--- src/rtl/alu_mc_pkg.sv ---
// Shared types for the multi-cycle ALU: opcode encoding and control FSM states.
// No logic, so no latency.
// No handshake, so no backpressure.
package alu_mc_pkg;

  typedef enum logic [3:0] {
    OP_ADD  = 4'd0,
    OP_AND  = 4'd1,
    OP_OR   = 4'd2,
    OP_SLL  = 4'd3,
    OP_SLT  = 4'd4,
    OP_SRL  = 4'd5,
    OP_SUB  = 4'd6,
    OP_XOR  = 4'd7,
    OP_BEQ  = 4'd8,
    OP_BNE  = 4'd9,
    OP_SRA  = 4'd10,
    OP_SLTU = 4'd11,
    OP_MUL  = 4'd12
  } alu_op_t;

  typedef enum logic {
    ST_IDLE = 1'b0,
    ST_MUL  = 1'b1
  } state_t;

endpackage

--- src/rtl/alu_mc_mul.sv ---
// Iterative shift-add multiplier producing the low WIDTH bits of a*b. One multiplier bit per cycle.
// Latency: start pulse loads the operands, then WIDTH iteration cycles. done is high during the last cycle, with product valid combinationally.
// Backpressure: none. The caller must capture product while done is high.
module alu_mc_mul #(
  parameter int WIDTH = 32
) (
  input  logic             clk,
  input  logic             rst,
  input  logic             start,
  input  logic [WIDTH-1:0] a,
  input  logic [WIDTH-1:0] b,
  output logic             done,
  output logic [WIDTH-1:0] product
);

  localparam int CNT_W = $clog2(WIDTH);
  localparam logic [CNT_W-1:0] LAST = CNT_W'(WIDTH - 1);

  logic             run_q, run_d;
  logic [CNT_W-1:0] cnt_q, cnt_d;
  logic [WIDTH-1:0] mcand_q, mcand_d;
  logic [WIDTH-1:0] mplier_q, mplier_d;
  logic [WIDTH-1:0] acc_q, acc_d;
  logic [WIDTH-1:0] acc_nxt;

  // Partial-product accumulation for the current multiplier bit.
  always_comb begin
    acc_nxt = acc_q + (mplier_q[0] ? mcand_q : '0);
  end

  // Iteration control: load on start, otherwise shift one bit per cycle until the last bit.
  always_comb begin
    run_d    = run_q;
    cnt_d    = cnt_q;
    mcand_d  = mcand_q;
    mplier_d = mplier_q;
    acc_d    = acc_q;
    if (start) begin
      run_d    = 1'b1;
      cnt_d    = '0;
      mcand_d  = a;
      mplier_d = b;
      acc_d    = '0;
    end else if (run_q) begin
      acc_d    = acc_nxt;
      mcand_d  = mcand_q << 1;
      mplier_d = mplier_q >> 1;
      cnt_d    = cnt_q + CNT_W'(1);
      if (cnt_q == LAST) begin
        run_d = 1'b0;
      end
    end
  end

  // State registers. Reset aborts any iteration in progress.
  always_ff @(posedge clk or posedge rst) begin
    if (rst) begin
      run_q    <= 1'b0;
      cnt_q    <= '0;
      mcand_q  <= '0;
      mplier_q <= '0;
      acc_q    <= '0;
    end else begin
      run_q    <= run_d;
      cnt_q    <= cnt_d;
      mcand_q  <= mcand_d;
      mplier_q <= mplier_d;
      acc_q    <= acc_d;
    end
  end

  // The final iteration's sum is handed out directly, saving one cycle.
  assign done    = run_q && (cnt_q == LAST);
  assign product = acc_nxt;

endmodule

--- src/rtl/alu_mc.sv ---
// ALU with registered result and valid/ready handshake. Optional iterative MUL is built in when ALU_MC_MUL_EN is defined.
// Latency: 1 cycle for all ops except MUL, which takes WIDTH+1 cycles when enabled.
// Backpressure: out_valid && !out_ready holds the result and blocks acceptance. Drain and accept may coincide.
module alu_mc #(
  parameter int WIDTH   = 32,
  parameter int SHAMT_W = $clog2(WIDTH)
) (
  input  logic             clk,
  input  logic             rst,
  input  logic             in_valid,
  output logic             in_ready,
  input  logic [3:0]       op,
  input  logic [WIDTH-1:0] a,
  input  logic [WIDTH-1:0] b,
  output logic             out_valid,
  input  logic             out_ready,
  output logic [WIDTH-1:0] result,
  output logic             zero,
  output logic             busy
);

  import alu_mc_pkg::*;

  logic               accept;
  logic [SHAMT_W-1:0] shamt;
  logic [WIDTH-1:0]   alu_res;
  logic               alu_zero;
  logic               out_valid_q, out_valid_d;
  logic               zero_q, zero_d;
  logic [WIDTH-1:0]   result_q, result_d;

  assign shamt = b[SHAMT_W-1:0];

`ifdef ALU_MC_MUL_EN
  state_t           state_q, state_d;
  logic             mul_start;
  logic             mul_done;
  logic [WIDTH-1:0] mul_product;

  alu_mc_mul #(.WIDTH(WIDTH)) u_mul (
    .clk     (clk),
    .rst     (rst),
    .start   (mul_start),
    .a       (a),
    .b       (b),
    .done    (mul_done),
    .product (mul_product)
  );

  assign busy     = (state_q == ST_MUL);
  assign in_ready = (state_q == ST_IDLE) && (!out_valid_q || out_ready);
`else
  assign busy     = 1'b0;
  assign in_ready = !out_valid_q || out_ready;
`endif

  assign accept = in_valid && in_ready;

  // Single-cycle datapath. MUL and illegal codes produce zero here.
  always_comb begin
    alu_res  = '0;
    alu_zero = 1'b0;
    case (op)
      OP_ADD:  alu_res = a + b;
      OP_AND:  alu_res = a & b;
      OP_OR:   alu_res = a | b;
      OP_SLL:  alu_res = a << shamt;
      OP_SLT:  alu_res = WIDTH'($signed(a) < $signed(b));
      OP_SRL:  alu_res = a >> shamt;
      OP_SUB:  alu_res = a - b;
      OP_XOR:  alu_res = a ^ b;
      OP_BEQ:  alu_zero = (a == b);
      OP_BNE:  alu_zero = (a != b);
      OP_SRA:  alu_res = $signed(a) >>> shamt;
      OP_SLTU: alu_res = WIDTH'(a < b);
      default: ;
    endcase
  end

  // Output register and FSM next state: drain on out_ready, load on accept or on multiplier completion.
  always_comb begin
    out_valid_d = out_valid_q;
    result_d    = result_q;
    zero_d      = zero_q;
    if (out_valid_q && out_ready) begin
      out_valid_d = 1'b0;
    end
`ifdef ALU_MC_MUL_EN
    state_d   = state_q;
    mul_start = 1'b0;
    if (accept && (op == OP_MUL)) begin
      mul_start = 1'b1;
      state_d   = ST_MUL;
    end else if (accept) begin
      result_d    = alu_res;
      zero_d      = alu_zero;
      out_valid_d = 1'b1;
    end
    if ((state_q == ST_MUL) && mul_done) begin
      result_d    = mul_product;
      zero_d      = 1'b0;
      out_valid_d = 1'b1;
      state_d     = ST_IDLE;
    end
`else
    if (accept) begin
      result_d    = alu_res;
      zero_d      = alu_zero;
      out_valid_d = 1'b1;
    end
`endif
  end

  // Result registers.
  always_ff @(posedge clk or posedge rst) begin
    if (rst) begin
      out_valid_q <= 1'b0;
      result_q    <= '0;
      zero_q      <= 1'b0;
    end else begin
      out_valid_q <= out_valid_d;
      result_q    <= result_d;
      zero_q      <= zero_d;
    end
  end

`ifdef ALU_MC_MUL_EN
  // FSM state register.
  always_ff @(posedge clk or posedge rst) begin
    if (rst) begin
      state_q <= ST_IDLE;
    end else begin
      state_q <= state_d;
    end
  end
`endif

  assign out_valid = out_valid_q;
  assign result    = result_q;
  assign zero      = zero_q;

endmodule

--- config.mk ---
export PLATFORM = sky130hd
export DESIGN_NAME = alu_mc
export DESIGN_NICKNAME = d
export VERILOG_FILES = /design/src/rtl/alu_mc_pkg.sv /design/src/rtl/alu_mc_mul.sv /design/src/rtl/alu_mc.sv
export SDC_FILE = /design/constraint.sdc
export NUM_CORES = 1
export LEC_CHECK = 0
export BUFFER_PORTS_ARGS = -buffer_cell sky130_fd_sc_hd__buf_4
export CORE_UTILIZATION = 30
export DETAILED_ROUTE_END_ITERATION = 8
export SETUP_SLACK_MARGIN = 0.4
export SLEW_MARGIN = 15
export SYNTH_ARGS = -nofsm -noshare
export SYNTH_HDL_FRONTEND = slang
export SYNTH_SLANG_ARGS = --single-unit
--- constraint.sdc ---
create_clock -name clk -period 4.93 [get_ports clk]
set_clock_uncertainty 0.2 [all_clocks]
set_input_delay 0.7395 -clock clk [delete_from_list [all_inputs] [get_ports clk]]
set_output_delay 0.7395 -clock clk [all_outputs]
set_load 0.01 [all_outputs]
## Word-level counts from Yosys, hierarchy flattened

Index checks and enable logic that the tools add are counted.

- Flip-flop bits (word level): 34
- Input bits: 72
- Output and inout bits: 36
- Word-level logic and storage cells: 36

- Add/sub/neg operators: 2
- Magnitude comparators: 2
- Eq/ne operators: 13
- Shifts and indexed selects: 3
- Muxes and demuxes: 4
- Bitwise operators: 3
- Reduce and logical (&&, ||, !) cells: 6

Operators with widths:

| cell | number |
|---|---|
| $pmux W32 S10 | 1 |
| $lt A32 B32 Y1 | 2 |
| $add A32 B32 Y32 | 1 |
| $and A32 B32 Y32 | 1 |
| $eq A32 B32 Y1 | 1 |
| $ne A32 B32 Y1 | 1 |
| $or A32 B32 Y32 | 1 |
| $shl A32 B5 Y32 | 1 |
| $shr A32 B5 Y32 | 1 |
| $sshr A32 B5 Y32 | 1 |
| $sub A32 B32 Y32 | 1 |
| $xor A32 B32 Y32 | 1 |
| $eq A4 B3 Y1 const B | 4 |
| $eq A4 B4 Y1 const B | 4 |
| $eq A4 B2 Y1 const B | 2 |
| $eq A4 B1 Y1 const B | 1 |
| $logic_not A4 Y1 | 1 |
| $logic_and A1 B1 Y1 | 2 |
| $mux W1 | 2 |
| $pmux W1 S2 | 1 |
| $reduce_bool A2 Y1 | 1 |
| $logic_not A1 Y1 | 1 |
| $logic_or A1 B1 Y1 | 1 |

## Logic depth before layout (Yosys ltp)

- Depth after elaboration: 4
- Mapped depth: 15
- Gate-level depth less buffers: 12

## Least setup slack after synthesis

Ideal clock, no wire load.

- Path type: input -> register
- Start: input port b[3]
- End: register result_q[19], in the netlist result[19]
- Setup time: 123 ps
- Arrival: 3706 ps
- Required time: 4607 ps
- Slack: 901 ps
- Cell stages on the path: 14
- Buffers on the path: 4
- Path through: buf_4 clkinv_1 clkbuf_1 clkbuf_1 ha_1 clkbuf_1 and4_1 or2_1 a221oi_2 o21bai_1 a221o_1 xor2_1 a221oi_2 o21ai_1

- Cells in the longest elaborated chain, start to end: 2
- Elaborated cells between the ends (all ways): 6
- Those cells by class: add/sub (2); shift (3); mux (1)

RTL lines:

| item | line | text |
|---|---|---|
| from (decl) | alu_mc.sv:14 | `input logic [WIDTH-1:0] b,` |
| $sub A32 B32 Y32 (tied with other cells) | alu_mc.sv:70 | `OP_SUB: alu_res = a - b;` |
| $pmux W32 S10 (*) | alu_mc.sv:63 | `case (op)` |
| to (signal assigned) | alu_mc.sv:122 | `result_q <= result_d;` |
| to (decl) | alu_mc.sv:30 | `logic [WIDTH-1:0] result_q, result_d;` |

Every way passes the cells marked *; elsewhere a longest branch is shown, timed or not.
A chain may end at the register's enable or synchronous reset.

## Worst setup path after layout

- Start: input port b[1]
- End: register result_q[21], in the netlist result[21]

The elaborated chain is that of the path after synthesis.

==> results.md <==
- The run finished with clean final reports.
- By count the netlist is led by nor2_1, nand2_1, a21oi_1.
- The worst register-to-register path begins at out_valid.
- The routed design has 51,200 um of wire.
- The tree is rooted in a clkbuf_16.
- After clock tree synthesis, the clock-pin slew on the worst setup and hold paths is 0.06 ns.
- For this run, the leading register cell type out of synthesis is dfrtp_1.
- The floorplan has 67 rows.
- The leakage component of the power is 5.01 nW.
- The die is 189 um tall.
- The number of vias per cell is 6.32.
- The share of total power in combinational logic is 0.650.
- The critical path is of the in -> reg type.
- The final instance area is 11,700 um2.
- The critical path data arrival time is 4.03 ns.
- The capturing element type of the critical path is a register.
- The net count after synthesis is 1,627.
- The final layout contains 1,664 nets.
- In this run the mean area of a mapped cell was 7.20 um2.
- The area growth from synthesis to layout is 12.1%.
- The total placed instance area is 11,600 um2.
- Of the total power, the share spent switching nets is 0.503.
- The highest net fanout along the worst path is 11.
- For this run the aggregate overflow at the end of global routing stands at 0.
- The time the worst path needs with I/O delays and setup is 3.98 ns.
- The share of total power dissipated in the clock network is 0.179.
- The number of I/O port buffers is 106.
- After detailed routing, the number of remaining DRC violations is 0.
- The worst-case hold path end point is result[13].
- Cell internal power was estimated by the tool at 0.000979 W.
- In this run the remaining antenna-violating nets after routing total 0.
- The required time of the worst setup path is 4.98 ns.
- Of the cells placed in the final design, the portion with a size suffix greater than 1 is 0.159.
- At the end of routability-driven placement, the weighted congestion stood at 0.972.
- The timing startpoint of the critical path is b[1].
- Across all hold checks on the routed design, the worst slack comes to 0.282 ns.
- The netlist uses 96 different library cells.
- Prior to clock tree synthesis, the placed netlist has a worst setup slack of 0.724 ns.
- The capture point of the worst reg-to-reg path is result[31].
- In this run, CTS created clock tree buffers numbering 5.
- The accumulated negative setup slack is 0 ns.
- The sequential share of power is 0.171.
- The first-pass detailed-route iteration total is 5.
- The final count of negative-setup-slack endpoints is 0.
- The tightest slew margin relative to the limit is 0.379.
- After detailed routing, the average wire length per cell comes to 26.5 um.
- The path class of the tightest hold or removal check is reg -> reg.
- The initial cell density of the core is 0.308.
- By area the synthesized netlist is led by ha_1, mux4_2, dfrtp_1.
- The die boundary width is 189 um.
- The most used standard cell by instance count after synthesis is nor2_1.
- The synthesized design contains 34 register bits.
- The count of maximum capacitance violations is 0.
- Counting flops with an async set or reset pin after synthesis yields a share of 1.00.
- The number of placed instances with taps included is 1,929.
- 108 I/O pins were placed.
- The warning count from the yosys run is 0.
- The number of antenna violations at the first check in global routing came to 1.
- Of the synthesized area, sequential elements account for 0.0814.
- The number of standard cells in the layout, taps in and fillers out is 1,936.
- The worst ir drop on vdd is 120 uV.
- The region available for standard cell placement spans 33,900 um2.
- The count of pins over their slew limit came to 0.
- The register-to-register setup slack is 2.44 ns.
- After legalization and detailed placement, the total HPWL measured 40,000 um.
- The DRC violation total after the first TritonRoute iteration is 1,412.
- The count of final hold-check violations is 0.
- TritonCTS built the clock tree.
- Timing would allow up to 251 MHz.
- The number of enable-type register cells in the synthesized netlist is 0.
- At the later pin of the worst-skew pair, clock insertion delay measures 0.31 ns.
- In the finished design, the share of the clock period the worst path needs comes to 0.807.
- Detailed routing inserted a total of 12,200 vias.
- The number of post-CTS setup repair buffers is 0.
- The leading area contributor after synthesis is ha_1.
- Setup repair after global routing left no endpoint under its margin.
- The cell area after synthesis is 10,400 um2.
- The areal power density over the cells is 168 nW/um2.
- For the worst flop-to-flop path, the logic depth is 8.
- The largest buffer count on any clock path is 2.
- In this run, post-CTS hold repair placed 0 buffers.
- At the pin with the least slew margin, the transition time is 0.909 ns.
- The analysis attributes to net switching a power of 0.000991 W.
- The largest net degree at the start of global routing is 74.
- The top-area cell type share of the netlist area is 0.122.
- The number of global-route vias before repair is 11,600.
- The startpoint type of the worst setup path is a primary input.
- The first global-routing pass estimated 76,900 um of wire.
- Post-CTS repair changed the size of 0 cells.
- Across all setup checks in the final design, the least slack found is 0.950 ns.
- The hold path startpoint is result[13].
- The total die area is 35,600 um2.
- The worst hold path was traced through 2 stages.
- The post-synthesis instance total is 1,451.
- The H-tree depth reported by CTS is 2.
- The clock drives 34 sinks.
- For this run, the total global-route usage over all layers was measured as 0.285.
cells by family after synthesis:
| kind of cell | Yosys count | synth area share |
|---|---|---|
| compound gates | 527 | 0.334 |
| simple gates | 449 | 0.199 |
| buf+inv | 209 | 0.0873 |
| mux | 109 | 0.157 |
| fa+ha+maj | 104 | 0.126 |
| flops | 34 | 0.0814 |
| xor+xnor | 18 | 0.0151 |
| other cells | 1 | 0.000359 |
metal layers:
layer  vias to the layer above  global-route usage  wire length, um
met2                       727               0.446            22600
met4                         0               0.122             2520
met1                      5936               0.387            21700
met3                       127              0.0427             4350
met5                         -                   0                0
li1                       5452                   -                -
critical path: stages:
cell and delay [ns]:
buf_4 0.21, clkinv_1 0.09, buf_4 0.20, ha_1 0.35, a21o_1 0.22, and4_1 0.22
o21ai_1 0.21, o221ai_1 0.21, a41oi_1 0.65, nor4_1 0.14, o31a_1 0.32, o311ai_1 0.29
a22o_1 0.17
layout make-up:
| type | instances | area, um2 |
|---|---|---|
| timing repair buffer | 139 | 1070 |
| inverter | 100 | 375 |
| multi-input combinational | 1208 | 8720 |
| fill | 3695 | 22200 |
| sequential | 34 | 851 |
| tap | 448 | 561 |
| antenna | 1 | 2.50 |
| clock buffer | 6 | 139 |
power groups by stage:
stage | clock network [W] | logic, W | registers [W]
CTS | 0.000353 | 0.00125 | 0.000338
floorplan | 0 | 0.000781 | 0.000350
global placement | 0 | 0.00125 | 0.000343
detailed placement | 0 | 0.00124 | 0.000344
finish | 0.000352 | 0.00128 | 0.000338
global route | 0.000362 | 0.00137 | 0.000342
state kept, by name, indices dropped and copies added, names as in the netlist:
name / cells
result: 32
out_valid: 1
zero: 1
through the flow:
| step | utilization | total power, W |
|---|---|---|
| 6_report | 0.346 | 0.00197 |
| 3_3_place_gp | 0.342 | 0.00159 |
| 3_5_place_dp | 0.342 | 0.00159 |
| 5_1_grt | 0.346 | 0.00208 |
| 2_1_floorplan | - | 0.00113 |
| 4_1_cts | 0.346 | 0.00194 |
worst max-delay path by stage:
stage,endpoint,slack [ns],cells past startpoint
final,result[21],0.95,13
after global routing,result[21],0.75,13
after CTS,result[21],1.05,13
after detailed placement,result[21],0.72,13
after global placement,result[8],0.70,13
after floorplan,result[19],0.90,14
cells in the final DEF, fill, tap and decap left out, types with 7 or more instances in the layout:
| cell | count |
|---|---|
| nand2b_1 | 22 |
| buf_4 | 137 |
| ha_1 | 102 |
| or3_1 | 7 |
| mux4_2 | 39 |
| a22oi_1 | 10 |
| nor2_1 | 156 |
| o31ai_1 | 9 |
| inv_1 | 97 |
| a211oi_1 | 27 |
| o21ai_0 | 118 |
| a21oi_1 | 132 |
| nand3_1 | 35 |
| a221oi_1 | 32 |
| o211ai_1 | 30 |
| dfrtp_1 | 34 |
| o22ai_1 | 9 |
| nor2b_1 | 10 |
| or2_2 | 7 |
| mux2i_1 | 48 |
| a31oi_1 | 21 |
| a22o_1 | 10 |
| and3_1 | 7 |
| xnor2_1 | 14 |
| nand2_1 | 136 |
| a21o_1 | 20 |
| nor3_1 | 30 |
| o21bai_1 | 17 |
| mux2_2 | 20 |
No activity file was read; power rests on OpenSTA's default activity.
